## config.mk

```make
export PLATFORM = sky130hd
export DESIGN_NAME = spi_master_param
export DESIGN_NICKNAME = d
export VERILOG_FILES = /design/src/rtl/spi_pkg.sv /design/src/rtl/spi_master_param_clk_gen.sv /design/src/rtl/spi_master_param.sv
export SDC_FILE = /design/constraint.sdc
export NUM_CORES = 1
export LEC_CHECK = 0
export BUFFER_PORTS_ARGS = -buffer_cell sky130_fd_sc_hd__buf_4
export CELL_PAD_IN_SITES_DETAIL_PLACEMENT = 1
export CELL_PAD_IN_SITES_GLOBAL_PLACEMENT = 2
export CORE_ASPECT_RATIO = 0.6
export CORE_MARGIN = 10
export CORE_UTILIZATION = 33
export DETAILED_ROUTE_END_ITERATION = 7
export PLACE_DENSITY_LB_ADDON = 0.2
export SYNTH_ARGS = -nofsm -noshare
export SYNTH_HDL_FRONTEND = slang
export SYNTH_SLANG_ARGS = --single-unit
```

## constraint.sdc

```tcl
create_clock -name clk -period 2.2 [get_ports clk]
set_input_delay 0.22 -clock clk [delete_from_list [all_inputs] [get_ports clk]]
set_output_delay 0.22 -clock clk [all_outputs]
set_load 0.1 [all_outputs]
```

## src/rtl/spi_pkg.sv

```systemverilog
// Shared types and helpers for the parametrised SPI master.
package spi_pkg;

  typedef enum logic [1:0] {
    IDLE,
    SETUP,
    XFER,
    HOLD
  } state_t;

  // SPI modes encoded as {cpol, cpha}
  localparam logic [1:0] MODE0 = 2'b00;
  localparam logic [1:0] MODE1 = 2'b01;
  localparam logic [1:0] MODE2 = 2'b10;
  localparam logic [1:0] MODE3 = 2'b11;

  function automatic int cs_width(input int n);
    return (n <= 1) ? 1 : $clog2(n);
  endfunction

endpackage

```

## src/rtl/spi_master_param_clk_gen.sv

```systemverilog
// SCLK divider: half-period tick plus leading/trailing edge strobes during XFER.
module spi_clk_gen #(
  parameter int CLK_DIV = 2
) (
  input  logic clk,
  input  logic rst,
  input  logic en,
  input  logic xfer,
  output logic tick,
  output logic lead,
  output logic trail
);

  localparam int CNT_W = (CLK_DIV > 1) ? $clog2(CLK_DIV) : 1;

  logic [CNT_W-1:0] cnt;
  logic             phase;

  assign tick  = en && (cnt == CNT_W'(CLK_DIV - 1));
  assign lead  = tick && xfer && !phase;
  assign trail = tick && xfer && phase;

  // Counter is held at zero outside an active transfer so SETUP always starts on a fresh phase.
  always_ff @(posedge clk) begin
    if (!rst) begin
      cnt   <= '0;
      phase <= 1'b0;
    end else begin
      if (!en || tick) cnt <= '0;
      else             cnt <= cnt + 1'b1;
      if (!xfer)       phase <= 1'b0;
      else if (tick)   phase <= ~phase;
    end
  end

endmodule

```

## src/rtl/spi_master_param.sv

```systemverilog
// Parametrised full-duplex SPI master: all four modes, selectable bit order, NUM_CS selects.
module spi_master_param
  import spi_pkg::*;
#(
  parameter  int DATA_W  = 8,
  parameter  int CLK_DIV = 2,
  parameter  int NUM_CS  = 1,
  localparam int CS_W    = cs_width(NUM_CS)
) (
  input  logic              clk,
  input  logic              rst,
  input  logic              cpol,
  input  logic              cpha,
  input  logic              lsb_first,
  input  logic [CS_W-1:0]   cs_sel,
  input  logic              start,
  input  logic [DATA_W-1:0] tx_data,
  input  logic              miso,
  output logic              sclk,
  output logic              mosi,
  output logic [NUM_CS-1:0] cs_n,
  output logic              busy,
  output logic              done,
  output logic [DATA_W-1:0] rx_data
);

  localparam int BIT_W = $clog2(DATA_W) + 1;

  state_t            state_q, state_d;
  logic              cpol_q, cpha_q, lsb_q;
  logic              samp;
  logic [DATA_W-1:0] sreg, sreg_nxt;
  logic [BIT_W-1:0]  bit_cnt;
  logic              tick, lead, trail;
  logic              accept, last_bit;

  function automatic logic out_bit(input logic [DATA_W-1:0] s, input logic lsb);
    return lsb ? s[0] : s[DATA_W-1];
  endfunction

  // Received bits enter on the side opposite the outgoing bit.
  function automatic logic [DATA_W-1:0] shift_in(input logic [DATA_W-1:0] s,
                                                 input logic lsb, input logic b);
    return lsb ? {b, s[DATA_W-1:1]} : {s[DATA_W-2:0], b};
  endfunction

  assign accept   = (state_q == IDLE) && start && (int'(cs_sel) < NUM_CS);
  assign last_bit = (bit_cnt == BIT_W'(DATA_W - 1));
  assign sreg_nxt = shift_in(sreg, lsb_q, cpha_q ? miso : samp);

  spi_clk_gen #(.CLK_DIV(CLK_DIV)) u_clk_gen (
    .clk  (clk),
    .rst  (rst),
    .en   (state_q != IDLE),
    .xfer (state_q == XFER),
    .tick (tick),
    .lead (lead),
    .trail(trail)
  );

  always_ff @(posedge clk) begin
    if (!rst) state_q <= IDLE;
    else      state_q <= state_d;
  end

  always_comb begin
    state_d = state_q;
    unique case (state_q)
      IDLE:  if (accept)            state_d = SETUP;
      SETUP: if (tick)              state_d = XFER;
      XFER:  if (trail && last_bit) state_d = HOLD;
      HOLD:  if (tick)              state_d = IDLE;
      default:                      state_d = IDLE;
    endcase
  end

  always_ff @(posedge clk) begin
    if (!rst) begin
      sclk    <= 1'b0;
      mosi    <= 1'b0;
      cs_n    <= '1;
      busy    <= 1'b0;
      done    <= 1'b0;
      rx_data <= '0;
      cpol_q  <= 1'b0;
      cpha_q  <= 1'b0;
      lsb_q   <= 1'b0;
      samp    <= 1'b0;
      sreg    <= '0;
      bit_cnt <= '0;
    end else begin
      done <= 1'b0;
      unique case (state_q)
        IDLE: begin
          sclk <= cpol;
          mosi <= 1'b0;
          cs_n <= '1;
          busy <= 1'b0;
          if (accept) begin
            cpol_q  <= cpol;
            cpha_q  <= cpha;
            lsb_q   <= lsb_first;
            sreg    <= tx_data;
            bit_cnt <= '0;
            busy    <= 1'b1;
            cs_n    <= ~(NUM_CS'(1) << cs_sel);
            mosi    <= cpha ? 1'b0 : out_bit(tx_data, lsb_first);
          end
        end
        XFER: begin
          if (tick) sclk <= ~sclk;
          if (lead) begin
            if (cpha_q) mosi <= out_bit(sreg, lsb_q);
            else        samp <= miso;
          end
          if (trail) begin
            sreg    <= sreg_nxt;
            bit_cnt <= bit_cnt + 1'b1;
            if (!cpha_q && !last_bit) mosi <= out_bit(sreg_nxt, lsb_q);
          end
        end
        HOLD: begin
          if (tick) begin
            cs_n    <= '1;
            busy    <= 1'b0;
            done    <= 1'b1;
            rx_data <= sreg;
            mosi    <= 1'b0;
            sclk    <= cpol_q;
            bit_cnt <= '0;
          end
        end
        default: ;
      endcase
    end
  end

endmodule

```

==> summary.txt <==
Clocking
  • Post_cts resized: 0
  • Hold buffer count at cts: 0
  • TritonCTS buffer count: 5
  • Clock sinks: 33
  • Clk slew on worst S/H paths: ~0.08 ns
  • Clock root cell: clkbuf_8
  • Longest Clk Path Bufs: 2
  • H-tree levels: 2
  • CTS tree: built
  • Worst skew pair latency: 0.29 ns
  • Post-CTS setup buffer count: 0

Global routing
  • GRT Residual Overflow: 0
  • Largest net degree at the start of global routing: 23
  • Initial antenna violation count: 0
  • Overall routing resource usage: 0.119
  • Vias in the first global route: 1568
  • Global-route wire length before repair: just over 8 mm

Routing
  • Via-to-Cell Ratio: between 5 and 6
  • Routed length on met3: between 200 and 300 um
  • Metal1 wirelength: 2.28 mm
  • Iter 0 DRT Violations: 58
  • Routed Wire Length: 4.82 mm
  • DRC: 0
  • Vias: ~1400
  • Final antenna-violating net count: 0
  • DR pass1 iterations: 4
  • Max Used Layer: met4
  • WL per Instance: 17.2 um
  • Met2 WL: 2.22 mm

Placed design
  • Post-DP HPWL: 3.70 mm
  • I/O Buffers: 28
  • GPL Wtd Cong: 0.853
  • Worst slack, placed: 0.157 ns
  • DP Area: 1920 um^2
  • Placed instance count: 272

Logic synthesis
  • Syn Nets: 213
  • Top FF cell, synth: dfxtp_1
  • #FFs+latches synth: 33
  • Synth async-reset ratio: 0
  • Synth top cells by count: dfxtp_1 (33), mux2i_1 (22), nand2_1 (21)
  • Mapped Cells: 190
  • Most common cell in the netlist: dfxtp_1
  • Synth top area cells: dfxtp_1 (40%), mux2i_1 (13%), ha_1 (5.3%), a21oi_1 (4.8%), nand2_1 (4.7%)
  • Synth top area share: 0.396
  • Synth Warn #: 0
  • Area leader, netlist: dfxtp_1
  • Post-synth EDFFs: 0
  • Syn Area/Cell: 8.78 um^2
  • Netlist cell types: 38
  • Post-Syn Area: between 1500 and 2000 um^2
  • Post-synthesis sequential area ratio: 0.396

Pwr
  • Clock share of power: 0.229
  • Net Sw Power: 810 uW
  • Worst VDD drop: ~0.32 mV
  • Seq pwr share: 0.397
  • P_leak: 0.854 nW
  • Net Sw Frac: 0.414
  • Int Pwr: 1.15 mW
  • Power share of the combinational group: 0.374
  • Power, Total: 1.96 mW
  • PD cells: approximately 1000 nW/um^2

Min path
  • WHS Path Cells: 3
  • Hold Path Sink: cpol_q
  • Min-delay src: cpol
  • Hold Path Class: in2reg

Floorplanning
  • Initial core utilization: 0.353
  • Site Rows: 19
  • Die ar.: 8390 um^2
  • Die X: 112 um
  • Core ar.: ~4700 um^2
  • Die Height: 75.1 um
  • IO Count: 29

Critical path
  • R2R Path Start: state_q[1]
  • CP top delay family: compound AO/OA/AOI/OAI gates
  • Crit Path Category: reg2reg
  • RR Endpoint: mosi
  • Crit start category: flop
  • CP endpoint kind: flop
  • Worst EP arrival: about 2.3 ns
  • CP max stage cell: dfxtp_1
  • CP Data Required Time: around 2.4 ns
  • Largest fanout on the critical path: 7
  • FF-to-FF setup slack: 0.12 ns
  • Cells along the critical path: inv_1, ha_1, nand2b_2, a21oi_1, mux2_2, a32o_1
  • CP bufs+invs: 1
  • Cell depth of the worst flop-to-flop path: 6
  • Slowest cell delay on critical path: 0.45 ns

Layout
  • Design area: 2000 um^2
  • Area growth syn-to-layout: 20.0%
  • Share of cells above drive strength 1: 0.207
  • Util after Layout: 0.423
  • Non-filler cells, final: 280
  • Antenna cells: 0
  • Fin nets: 239

STA
  • Setup WS post-layout: 0.116 ns
  • Final Max Tran Viols: 0
  • Period utilization: 0.947
  • Worst Tran Pin Value: 0.714 ns
  • Hold Vio Cnt, Final: 0
  • Max-Slew Margin vs Limit: 0.524
  • Peak Freq: about 0.48 GHz
  • RSZ-0062 raised after global routing: false
  • Worst hold slack: 0.185 ns
  • Setup TNS Final: 0 ns
  • Finish-stage setup viols: 0
  • Min Tclk post-route: 2.08 ns
  • Clock skew: 0.0120 ns

Run
  • Max Cap Violations: 0

Outcome
  • Status: completed
-- final cells by class --
type,count,area (um^2)
clock buffers,6,72.6
multi-input cells,139,931
clock inverters,2,10.0
flip-flops and latches,33,661
well taps,63,78.8
repair buffers,29,218
inverters,8,30.0
fillers,570,2730
-- worst register-to-register path, stage by stage, from the launching register on --
cell	delay, ns
dfxtp_1	0.45
inv_1	0.15
ha_1	0.27
nand2b_2	0.27
a21oi_1	0.26
mux2_2	0.37
a32o_1	0.21
-- per-layer routing --
metal  global-route usage  vias to the layer above
li1                     -                      720
met1                0.150                      691
met2                0.194                       31
met3               0.0333                        7
met4               0.0426                        0
met5                    0                        -
-- registers in the layout, indices dropped and copies added, names as in the netlist, 2 cells and up --
| register | count |
|---|---|
| sreg | 8 |
| bit_cnt | 4 |
| rx_data | 8 |
| state_q | 2 |
-- how the worst max path moves through the flow --
stage,from,to,slack [ns],cells after the start
6_report,state_q[1],mosi,0.12,6
5_1_grt,state_q[0],rx_data[1],0.01,6
4_1_cts,state_q[1],mosi,0.14,6
3_5_place_dp,state_q[1],mosi,0.16,6
3_3_place_gp,state_q[0],mosi,0.33,6
2_1_floorplan,state_q[0],mosi,0.42,6
-- cell usage in the layout (no fill, tap or decap), types with 3 or more instances in the layout --
| master | instances |
|---|---|
| mux2i_1 | 22 |
| clkbuf_8 | 5 |
| o211ai_1 | 8 |
| nor3_1 | 3 |
| nand2_1 | 21 |
| a21oi_1 | 16 |
| ha_1 | 7 |
| buf_4 | 29 |
| inv_1 | 8 |
| nor2b_1 | 3 |
| o21ai_0 | 12 |
| nor2_1 | 17 |
| dfxtp_1 | 33 |
-- logic make-up (layout without fill, tap and decap cells) --
logic type / count (synthesis) / after routing / synth area share
adders and majority gates: 7 / 7 / 0.0525
muxes: 24 / 24 / 0.146
DFF: 33 / 33 / 0.396
AOI/OAI and AO/OA: 48 / 48 / 0.182
and+or+nand+nor: 59 / 59 / 0.173
xor gates and xnor gates: 1 / 1 / 0.00525
buffers and inverters: 18 / 45 / 0.0458
-- power groups by stage --
stage               clock network [mW]  logic [mW]  registers [mW]
global placement                     0       0.713           0.778
finish                           0.448       0.732           0.777
detailed placement                   0       0.730           0.791
CTS                              0.461       0.735           0.778
global route                     0.487       0.804           0.791
floorplan                            0       0.432           0.888
Power figures use the tool's default switching activity.
